==> config.mk <==
export PLATFORM = sky130hd
export DESIGN_NAME = hazard_unit
export DESIGN_NICKNAME = d
export VERILOG_FILES = /design/src/rtl/hazard_pkg.sv /design/src/rtl/hazard_tagpipe.sv /design/src/rtl/hazard_unit.sv
export SDC_FILE = /design/constraint.sdc
export NUM_CORES = 1
export LEC_CHECK = 0
export CAP_MARGIN = 30
export CORE_MARGIN = 1
export CORE_UTILIZATION = 45
export DETAILED_ROUTE_END_ITERATION = 6
export PLACE_DENSITY_LB_ADDON = 0.2
export SLEW_MARGIN = 20
export SYNTH_ARGS = -nofsm -noshare
export SYNTH_HDL_FRONTEND = slang
export SYNTH_SLANG_ARGS = --single-unit
==> constraint.sdc <==
create_clock -name clk -period 2.1 [get_ports clk]
set_clock_uncertainty 0.1 [all_clocks]
set_input_delay 0.525 -clock clk [delete_from_list [all_inputs] [get_ports clk]]
set_output_delay 0.525 -clock clk [all_outputs]
set_load 0.02 [all_outputs]
==> src/rtl/hazard_pkg.sv <==
// Shared constants and helpers for the pipeline hazard unit.
package hazard_pkg;

  // Architectural register address width (16 registers).
  localparam int REG_AW = 4;

  // Register number that aliases the PC; it never participates in forwarding.
  localparam int PC_REG = 15;

  // E-stage operand source select.
  typedef enum logic [1:0] {
    FWD_RF  = 2'b00,
    FWD_WB  = 2'b01,
    FWD_MEM = 2'b10
  } fwd_sel_e;

  // Pick the forwarding source. The M-stage result is younger, so it wins over W.
  function automatic fwd_sel_e fwd_pick(input logic hit_m, input logic hit_w);
    if (hit_m) begin
      return FWD_MEM;
    end else if (hit_w) begin
      return FWD_WB;
    end else begin
      return FWD_RF;
    end
  endfunction

endpackage

==> src/rtl/hazard_tagpipe.sv <==
// E/M/W register-tag pipeline. Shadows the datapath pipeline registers so the
// hazard unit knows which registers the in-flight instructions read and write.
module hazard_tagpipe
  import hazard_pkg::*;
#(
  parameter int REG_AW = hazard_pkg::REG_AW
) (
  input  logic              clk,
  input  logic              reset,
  input  logic              flush_e_i,
  input  logic [REG_AW-1:0] ra1_d_i,
  input  logic [REG_AW-1:0] ra2_d_i,
  input  logic [REG_AW-1:0] wa3_d_i,
  output logic              vld_e_o,
  output logic [REG_AW-1:0] ra1_e_o,
  output logic [REG_AW-1:0] ra2_e_o,
  output logic [REG_AW-1:0] wa3_e_o,
  output logic              vld_m_o,
  output logic [REG_AW-1:0] wa3_m_o,
  output logic              vld_w_o,
  output logic [REG_AW-1:0] wa3_w_o
);

  logic              vld_e_q, vld_e_d;
  logic [REG_AW-1:0] ra1_e_q, ra1_e_d;
  logic [REG_AW-1:0] ra2_e_q, ra2_e_d;
  logic [REG_AW-1:0] wa3_e_q, wa3_e_d;
  logic              vld_m_q, vld_m_d;
  logic [REG_AW-1:0] wa3_m_q, wa3_m_d;
  logic              vld_w_q, vld_w_d;
  logic [REG_AW-1:0] wa3_w_q, wa3_w_d;

  // Next-state: D tags advance into E (bubbled on flush); M and W always shift.
  always_comb begin
    vld_e_d = ~flush_e_i;
    ra1_e_d = ra1_d_i;
    ra2_e_d = ra2_d_i;
    wa3_e_d = wa3_d_i;
    vld_m_d = vld_e_q;
    wa3_m_d = wa3_e_q;
    vld_w_d = vld_m_q;
    wa3_w_d = wa3_m_q;
  end

  // Tag registers; reset empties every stage.
  always_ff @(posedge clk or negedge reset) begin
    if (!reset) begin
      vld_e_q <= 1'b0;
      ra1_e_q <= '0;
      ra2_e_q <= '0;
      wa3_e_q <= '0;
      vld_m_q <= 1'b0;
      wa3_m_q <= '0;
      vld_w_q <= 1'b0;
      wa3_w_q <= '0;
    end else begin
      vld_e_q <= vld_e_d;
      ra1_e_q <= ra1_e_d;
      ra2_e_q <= ra2_e_d;
      wa3_e_q <= wa3_e_d;
      vld_m_q <= vld_m_d;
      wa3_m_q <= wa3_m_d;
      vld_w_q <= vld_w_d;
      wa3_w_q <= wa3_w_d;
    end
  end

  assign vld_e_o = vld_e_q;
  assign ra1_e_o = ra1_e_q;
  assign ra2_e_o = ra2_e_q;
  assign wa3_e_o = wa3_e_q;
  assign vld_m_o = vld_m_q;
  assign wa3_m_o = wa3_m_q;
  assign vld_w_o = vld_w_q;
  assign wa3_w_o = wa3_w_q;

endmodule

==> src/rtl/hazard_unit.sv <==
// Pipeline hazard unit: operand forwarding selects, load-use stall, control
// flush for PC writes and taken branches, plus saturating stall/flush counters.
module hazard_unit
  import hazard_pkg::*;
#(
  parameter int REG_AW = hazard_pkg::REG_AW,
  parameter int CNT_W  = 16
) (
  input  logic              clk,
  input  logic              reset,
  input  logic [REG_AW-1:0] RA1D,
  input  logic [REG_AW-1:0] RA2D,
  input  logic [REG_AW-1:0] WA3D,
  input  logic              RegWriteE,
  input  logic              RegWriteM,
  input  logic              RegWriteW,
  input  logic              MemtoRegE,
  input  logic              PCSrcD,
  input  logic              PCSrcE,
  input  logic              PCSrcM,
  input  logic              PCSrcW,
  input  logic              BranchTakenE,
  output logic              StallF,
  output logic              StallD,
  output logic              FlushD,
  output logic              FlushE,
  output logic [1:0]        ForwardAE,
  output logic [1:0]        ForwardBE,
  output logic [CNT_W-1:0]  StallCount,
  output logic [CNT_W-1:0]  FlushCount
);

  localparam logic [REG_AW-1:0] PC_ADDR = REG_AW'(PC_REG);

  logic              vld_e, vld_m, vld_w;
  logic [REG_AW-1:0] ra1_e, ra2_e, wa3_e, wa3_m, wa3_w;
  logic              hit_am, hit_aw, hit_bm, hit_bw;
  logic              ldr_stall, pc_wr_pending;
  logic [CNT_W-1:0]  stall_cnt_q, stall_cnt_d;
  logic [CNT_W-1:0]  flush_cnt_q, flush_cnt_d;

  // Counters stick at all-ones instead of wrapping.
  function automatic logic [CNT_W-1:0] sat_inc(input logic [CNT_W-1:0] v);
    return (&v) ? v : v + CNT_W'(1);
  endfunction

  hazard_tagpipe #(
    .REG_AW (REG_AW)
  ) u_tagpipe (
    .clk       (clk),
    .reset     (reset),
    .flush_e_i (FlushE),
    .ra1_d_i   (RA1D),
    .ra2_d_i   (RA2D),
    .wa3_d_i   (WA3D),
    .vld_e_o   (vld_e),
    .ra1_e_o   (ra1_e),
    .ra2_e_o   (ra2_e),
    .wa3_e_o   (wa3_e),
    .vld_m_o   (vld_m),
    .wa3_m_o   (wa3_m),
    .vld_w_o   (vld_w),
    .wa3_w_o   (wa3_w)
  );

  // Forwarding matches; r15 reads are served from PC+8, never forwarded.
  always_comb begin
    hit_am = vld_e & vld_m & (ra1_e == wa3_m) & RegWriteM & (ra1_e != PC_ADDR);
    hit_aw = vld_e & vld_w & (ra1_e == wa3_w) & RegWriteW & (ra1_e != PC_ADDR);
    hit_bm = vld_e & vld_m & (ra2_e == wa3_m) & RegWriteM & (ra2_e != PC_ADDR);
    hit_bw = vld_e & vld_w & (ra2_e == wa3_w) & RegWriteW & (ra2_e != PC_ADDR);
    ForwardAE = fwd_pick(hit_am, hit_aw);
    ForwardBE = fwd_pick(hit_bm, hit_bw);
  end

  // Stall/flush decisions. A load in E cannot forward in time, so the
  // dependent instruction waits in D while a bubble enters E.
  always_comb begin
    ldr_stall     = vld_e & MemtoRegE & ((RA1D == wa3_e) | (RA2D == wa3_e));
    pc_wr_pending = PCSrcD | PCSrcE | PCSrcM;
    StallF        = ldr_stall | pc_wr_pending;
    StallD        = ldr_stall;
    FlushD        = pc_wr_pending | PCSrcW | BranchTakenE;
    FlushE        = ldr_stall | BranchTakenE;
  end

  // Counter next-state.
  always_comb begin
    stall_cnt_d = ldr_stall ? sat_inc(stall_cnt_q) : stall_cnt_q;
    flush_cnt_d = FlushD    ? sat_inc(flush_cnt_q) : flush_cnt_q;
  end

  // Performance counter registers.
  always_ff @(posedge clk or negedge reset) begin
    if (!reset) begin
      stall_cnt_q <= '0;
      flush_cnt_q <= '0;
    end else begin
      stall_cnt_q <= stall_cnt_d;
      flush_cnt_q <= flush_cnt_d;
    end
  end

  assign StallCount = stall_cnt_q;
  assign FlushCount = flush_cnt_q;

endmodule

[Word-level counts from Yosys, hierarchy flattened]
Cells that the tools add are included.
Storage, ports and cells
  flip-flop bits (word level): 55
  input port bits: 23
Operators by class
  $add $sub $neg: 2
  equality and inequality tests: 8
  multiplexer cells: 4
  bitwise gates (word level): 26
  reductions and logical operators: 4
Operator list (count)
  $add A16 B1 Y16 const B: 2
  $reduce_and A16 Y1: 2
  $eq A4 B4 Y1: 6
  $and A1 B1 Y1: 16
  $ne A4 B4 Y1 const B: 2
  $or A1 B1 Y1: 7
  $mux W2: 2
  $reduce_and A2 Y1: 2
  $not A1 Y1: 3
  $mux W1: 2

[Longest topological paths before layout]
Gate-level depths: netlist of run 1.
  word-level depth: 6
  depth in mapped cells: 6

[By module]
From an unflattened synthesis of run 1, not the netlist that was laid out.
Unflattened totals
  cells, all modules: 222
  area total of the unflattened synthesis: 2543.7 um2
By module, submodules not included
  hazard_unit: times used 1, cells each 198, area each 1964.4 um2, sequential area each 800.8 um2
  hazard_tagpipe: times used 1, cells each 24, area each 579.3 um2, sequential area each 575.6 um2

[Worst setup path after synthesis of run 1]
No wires, ideal clock.
  kind: input -> output
  start point: in RA1D[1]
  end point: out FlushE
  arrival time: 1.500 ns
  slack: -0.025 ns
  stages on the path: 6
  cells stage by stage: xnor2_1 nand4_1 a21oi_2 buf_4 nor2_1 inv_1
On the way
  cells in the longest elaborated chain, start to end: 4
Ends and longest elaborated chain
  start, declared: RTL line hazard_unit.sv:11  | input logic [REG_AW-1:0] RA1D,
  $eq A4 B4 Y1: RTL line hazard_unit.sv:79  | ldr_stall = vld_e & MemtoRegE & ((RA1D == wa3_e) | (RA2D == wa3_e));
  $or A1 B1 Y1: RTL line hazard_unit.sv:79
  $and A1 B1 Y1: RTL line hazard_unit.sv:79
  via StallD: RTL line hazard_unit.sv:24  | output logic StallD,
  $or A1 B1 Y1: RTL line hazard_unit.sv:84  | FlushE = ldr_stall | BranchTakenE;
  end, declared: RTL line hazard_unit.sv:26  | output logic FlushE,
The timed path passes the listed nets, and every way through them passes these cells.

[Worst setup path in the final report of run 1]
  start point: in RA1D[0]
  end point: out StallF
On the way
  cells in the longest elaborated chain, start to end: 4
Ends and longest elaborated chain
  $eq A4 B4 Y1: RTL line hazard_unit.sv:79
  $or A1 B1 Y1: RTL line hazard_unit.sv:79
  $and A1 B1 Y1: RTL line hazard_unit.sv:79
  $or A1 B1 Y1: RTL line hazard_unit.sv:81  | StallF = ldr_stall | pc_wr_pending;
  end, declared: RTL line hazard_unit.sv:23  | output logic StallF,
No other way between the ends.

==> out/metrics.cfg, run 1 <==
[synth]
yosysSeqAreaShare_pct=55.44
synth-xor-area-share_pct=17.24
synthAdderAreaFrac_pct=1.008
synth_warnings=0
synth_mux_area_share_pct=1.815
netlist_area_um2=2482
netlist-cell-type-count=27
postSynthNetCount=239
syn-instance-count=214
yosys_register_bits=55
syn_avg_cell_area_um2=11.60
synth-simple-area-share_pct=20.56
synth_top_family_by_area=simple AND/OR/NAND/NOR gates
synth-compound-area-share_pct=2.419

[layout]
seqCellArea_um2=1378
final_nets=320
fill_cells=430
synthToLayoutAreaGrowth_pct=39.11
final_cells=365
antenna_cells=0
multiInputGateArea_um2=1136
drive_gt1_share_pct=21.02

[global_routing]
overflow=0
busiest_layer=met2
first_global_vias=1779
grtUsageMet1_pct=24.07
met3_usage_pct=3.473
antenna_found_initial=0
grtUsageMet2_pct=31.08
grt_max_degree=56
track_usage_pct=18.53
grt_first_pass_wirelength_mm=8.383

[setup_path]
crit_buf_inv=2
path_delay_family=buffers and inverters
worstSetupPathType=in2out
cp.required_ns=1.47
slowest_delay_ns=0.27
crit_chain=dlygate4sd2_1, xnor2_1, nand4_1, a21oi_4, or2_4, buf_6
crit_arrival_ns=1.65
startpoint_type=input pin
endpoint_kind=primary output
r2r_cells=8
cp_slowest_cell=dlygate4sd2_1
worstPathMaxFanout=4
worst-path-stages=6

[power_and_ir_drop]
total_power_w=0.002851
static-leakage-power_nw=1.440
switching_power_w=0.0008745
p_int_w=0.001977
clkPwrFrac_pct=23.6
ir_drop_mv=0.7530
power_frac_seq_pct=48.2
power.share.combinational_pct=28.2
swShare_pct=30.67
cellPowerDensity_nw_per_um2=825.6

[timing]
min_period_ns=2.272
relSlewSlack_pct=66.40
finalHoldViolations=0
worstMarginPinSlew_ns=0.5029
fmax_ghz=0.4401
period_share_pct=108.2
rsz0062_at_grt=true
slew_viol_final=0
setup_viol=3
setup_tns_ns=-0.4184
layout_setup_ws_ns=-0.1720

[die]
die_x_um=76.27
design.core.area_um2=5205
die_h_um=76.27
placementRows=26
io_pins=63
start_util_pct=47.69
die_area_um2=5817

[cts]
cts_hold_buf=0
cts_tree=yes
clk_latency_ns=0.30
cts_buffers=5
root_buffer=clkbuf_8
clock_path_buffers=2
htreeDepth=2
clock_sinks=55
path_clk_slew_ns=0.09

[placed_design]
portBuffers=61
post-place-cells=352
post-place-ws_ns=-0.8629
dp_hpwl_mm=3.571
gp_congestion=0.8030

[job]
cap_violations=0

[route]
dr.pass1.iters=4
avgRoutedWirePerCell_um=13.75
postRouteAntennaNets=0
drt_iter0_markers=85
drt-total-wl_mm=5.017
vias_per_cell=5.088
via_count=1857
route.detailed.drc=0

[min_path]
hold_path_class=in2async

[status]
violations=setup timing
status=finished, violations left

## final timing paths
check                                                    start                             end  slack [ns]
worst min register to register     u_tagpipe.vld_m_o$_DFF_PN0_     u_tagpipe.vld_w_o$_DFF_PN0_        0.31
min in group clk                                       RA2D[2]  u_tagpipe.ra2_e_o[2]$_DFF_PN0_        0.27
worst min-delay path                                     reset       FlushCount[3]$_DFFE_PN0P_        0.09
worst max register to register  u_tagpipe.wa3_e_o[1]$_DFF_PN0_       StallCount[8]$_DFFE_PN0P_        0.08
worst max-delay path                                   RA1D[0]                          StallF       -0.17
max in group asynchronous                                reset  u_tagpipe.ra1_e_o[0]$_DFF_PN0_        1.54
## cell usage in the layout (no fill, tap or decap), types with 2 or more instances in the layout
| master | count |
|---|---|
| clkbuf_8 | 5 |
| nor2_1 | 8 |
| and3_4 | 2 |
| nor3_4 | 2 |
| or3_4 | 2 |
| mux2_2 | 4 |
| dlygate4sd2_1 | 4 |
| clkbuf_2 | 2 |
| o21ai_0 | 4 |
| buf_6 | 7 |
| xnor2_2 | 3 |
| xnor2_1 | 32 |
| clkdlybuf4s15_1 | 6 |
| nand4_1 | 16 |
| buf_2 | 3 |
| and3_1 | 10 |
| nor3_1 | 5 |
| ha_1 | 2 |
| dlymetal6s2s_1 | 2 |
| inv_1 | 2 |
| nand3_1 | 22 |
| nand3_2 | 2 |
| dfrtp_1 | 54 |
| xor2_1 | 13 |
| and2_1 | 2 |
| buf_4 | 16 |
| nand2_1 | 12 |
| clkdlybuf4s50_1 | 37 |
## flip-flops by register name, summed over array words and instances (netlist names)
signal and cells:
u_tagpipe.wa3_e_o 4, FlushCount 16, u_tagpipe.ra1_e_o 4, u_tagpipe.wa3_w_o 4, u_tagpipe.vld_m_o 1, u_tagpipe.vld_w_o 1, u_tagpipe.vld_e_o 1, u_tagpipe.wa3_m_o 4
StallCount 16, u_tagpipe.ra2_e_o 4
## cells by family (layout without fill, tap and decap cells)
logic type / count (synthesis) / count (layout)
AND/OR/NAND/NOR: 90 / 90
flip-flops: 55 / 55
XOR/XNOR: 48 / 48
AO/OA/AOI/OAI: 8 / 8
buffers and inverters: 7 / 88
multiplexers: 4 / 4
adder cells (fa/ha/maj): 2 / 2
## stage by stage
| step | util [%] | cell area [um2] | hold WS (ns) |
|---|---|---|---|
| 3_5_place_dp | 62.48 | 3252 | 0.2640 |
| 3_3_place_gp | 62.48 | 3252 | 0.2552 |
| 4_1_cts | 64.76 | 3371 | 0.1107 |
| 5_1_grt | 66.35 | 3453 | 0.1186 |
| 2_1_floorplan | - | 2490 | 0.1294 |
| 6_report | 66.35 | 3453 | 0.09483 |
## final cells by class
class / count / area share [%]
Clock inverter: 2 / 1.087
Timing Repair Buffer: 78 / 21.27
Multi-Input combinational cell: 152 / 32.90
Tap cell: 70 / 2.536
Clock buffer: 5 / 1.993
Inverter: 3 / 0.3261
Sequential cell: 55 / 39.89
## per-layer routing
layer / share of wire [%] / up-vias
met2: 50 / 48
met1: 44 / 897
met4: 1.5 / 0
met3: 4.4 / 8
met5: 0 / -
li1: - / 904
## power by group through the flow
stage,registers (W),logic (W),clock network (W)
6_report,0.00137,0.000803,0.000674
5_1_grt,0.00140,0.000866,0.000744
4_1_cts,0.00138,0.000796,0.000699
3_5_place_dp,0.00139,0.000799,0
3_3_place_gp,0.00139,0.000786,0
2_1_floorplan,0.00151,0.000270,0
## synthesized netlist by cell type (all sizes together)
master  count  area (um2)
nand3      24       125.1
inv         3       11.26
o21ai       5       25.02
and3       13       82.58
and2        2       12.51
nor2       10       37.54
nand2      12       45.04
ha          2       25.02
nor3        8       62.56
buf         3       22.52
mux2        4       45.04
xnor2      35       314.1
a211o       1       17.52
nand4      16       100.1
dfrtp      55        1376
nor3b       1       7.510
clkbuf      1       3.750
a21oi       2       17.52
or3         2       18.77
or2         1       6.260
xor2       13       113.9
nor4        1       12.51
## repair_timing
item                                    in CTS  in global routing
setup buffers                                1                  5
endpoints found under the setup margin       9                 11
resized for setup                           69                 19
pin swaps                                   17                 17
Note: power is estimated with default switching activity, not from simulation.
==> inputs of run 2 (changes only) <==
CORE_UTILIZATION = 49   (was 45)
==> run 2 against run 1 <==
Effect of this change: the flow still finishes with violations (setup timing); fmax grew 2.4%; critical path depth is the same; non-clock buffer count shrank 4; register-to-register slack gained 0.04 ns; clock-buffer cell count grew 1; highest routed layer unchanged; largest power group unchanged; setup slack gained 0.054 ns; first-iteration DRC count grew 19%; largest cell class unchanged; design area shrank 1.0%; sequential power is essentially flat.
==> out/metrics.cfg, run 2 (synthesis results as in run 1) <==
[route]
dr.pass1.iters=4
drt_iter0_markers=101
postRouteAntennaNets=0
via_count=1854
avgRoutedWirePerCell_um=13.96
drt-total-wl_mm=5.011
route.detailed.drc=0
vias_per_cell=5.164

[placed_design]
dp_hpwl_mm=3.602
gp_congestion=0.8032
placed_area_um2=3233
portBuffers=61

[job]
cap_violations=0

[status]
status=finished, violations left
violations=setup timing

[power_and_ir_drop]
cellPowerDensity_nw_per_um2=875.6
static-leakage-power_nw=1.419
ir_drop_mv=0.7955
total_power_w=0.002993

[cts]
path_clk_slew_ns=0.10
root_buffer=clkbuf_8
htreeDepth=2
clk_latency_ns=0.30
clock_path_buffers=2
cts_buffers=5
clock_sinks=55
cts_tree=yes

[timing]
setup_viol=5
period_share_pct=105.6
layout_setup_ws_ns=-0.1179
min_period_ns=2.218
finalHoldViolations=0
setup_tns_ns=-0.3980
relSlewSlack_pct=68.22
rsz0062_at_grt=true
fmax_ghz=0.4509
worstMarginPinSlew_ns=0.4756
slew_viol_final=0

[setup_path]
startpoint=RA2D[0]
worst-path-stages=6
cp.required_ns=1.47
crit_chain=clkdlybuf4s15_1, xnor2_1, nand4_1, a21oi_4, or2_4, buf_6
endpoint_kind=primary output
crit_arrival_ns=1.59
endpoint=StallF
cp_slowest_cell=a21oi_4
regToRegSetupSlack_ns=0.12
slowest_delay_ns=0.25
rr_endpoint=FlushCount[9]$_DFFE_PN0P_
r2r-start=FlushCount[1]$_DFFE_PN0P_
path_delay_family=simple AND/OR/NAND/NOR gates
worstPathMaxFanout=4
r2r_cells=6
startpoint_type=input pin
crit_buf_inv=2
worstSetupPathType=in2out

[layout]
final_nets=316
synthToLayoutAreaGrowth_pct=37.70
drive_gt1_share_pct=18.49
antenna_cells=0
stdcell_area_um2=3418
fill_cells=344
final_common_cell=dfrtp_1
final_cell_mix=54 x dfrtp_1, 37 x clkdlybuf4s50_1, 34 x xnor2_1

[global_routing]
overflow=0
grt_max_degree=56
track_usage_pct=20.84
antenna_found_initial=0
first_global_vias=1869
grt_first_pass_wirelength_mm=8.376

[die]
die_x_um=73.18
io_pins=63
die_area_um2=5355
die_h_um=73.18
design.core.area_um2=4786
start_util_pct=51.87
placementRows=25

[min_path]
hold_path_class=in2async

-- run 2: cell types whose count changed in the layout (fill, tap and decap cells not counted), sizes merged --
cell	delta
buf	-4
bufinv	+1
clkdlybuf4s15	+1
clkinvlp	-1
-- run 2: area by class of cell --
cell class / count / area (um2) / area share, %
clock buffer: 6 / 72.57 / 2.123
tap: 67 / 83.83 / 2.452
timing repair buffer: 74 / 699.4 / 20.46
inverter: 3 / 11.26 / 0.3294
multi-input combinational: 152 / 1114 / 32.58
clock inverter: 2 / 60.06 / 1.757
sequential: 55 / 1378 / 40.30
-- run 2: timing repair --
item / in CTS / in global routing
buffers inserted: 3 / 1
endpoints found under the setup margin: 10 / 10
pin swaps: 19 / 9
resized for setup: 73 / 6
hold buffers: 0 / 0
-- run 2: how the worst min path moves through the flow --
stage | startpoint | endpoint | slack [ns] | depth (start not counted)
after floorplan | reset | FlushCount[0]$_DFFE_PN0P_ | 0.13 | 0
after global placement | u_tagpipe.vld_m_o$_DFF_PN0_ | u_tagpipe.vld_w_o$_DFF_PN0_ | 0.26 | 0
after detailed placement | u_tagpipe.vld_m_o$_DFF_PN0_ | u_tagpipe.vld_w_o$_DFF_PN0_ | 0.26 | 0
after CTS | reset | StallCount[11]$_DFFE_PN0P_ | 0.10 | 2
after global routing | reset | StallCount[11]$_DFFE_PN0P_ | 0.10 | 2
final | reset | StallCount[11]$_DFFE_PN0P_ | 0.09 | 2
-- run 2: where the power goes --
group	internal, W	switching (W)	total (W)
clock network	0.000477	0.000335	0.000812
registers	0.00120	0.000180	0.00138
logic	0.000424	0.000377	0.000801
-- run 2: metal layers --
| layer | up-vias | track usage, % | part of all wire [%] |
|---|---|---|---|
| met5 | - | 0 | 0 |
| met4 | 0 | 9.586 | 2.5 |
| met3 | 12 | 5.525 | 5.0 |
| met2 | 58 | 34.77 | 49 |
| met1 | 887 | 25.18 | 44 |
| li1 | 897 | - | - |
-- run 2: through the flow --
| stage | worst slack (ns) | cells | hold WS [ns] | utilization (%) |
|---|---|---|---|---|
| global route | -0.1887 | 359 | 0.1013 | 71.42 |
| global placement | -0.8341 | 347 | 0.2557 | 67.56 |
| CTS | -0.1262 | 358 | 0.1038 | 71.14 |
| detailed placement | -0.8516 | 347 | 0.2615 | 67.56 |
| floorplan | 0.01252 | 214 | 0.1294 | - |
| finish | -0.1179 | 359 | 0.09471 | 71.42 |
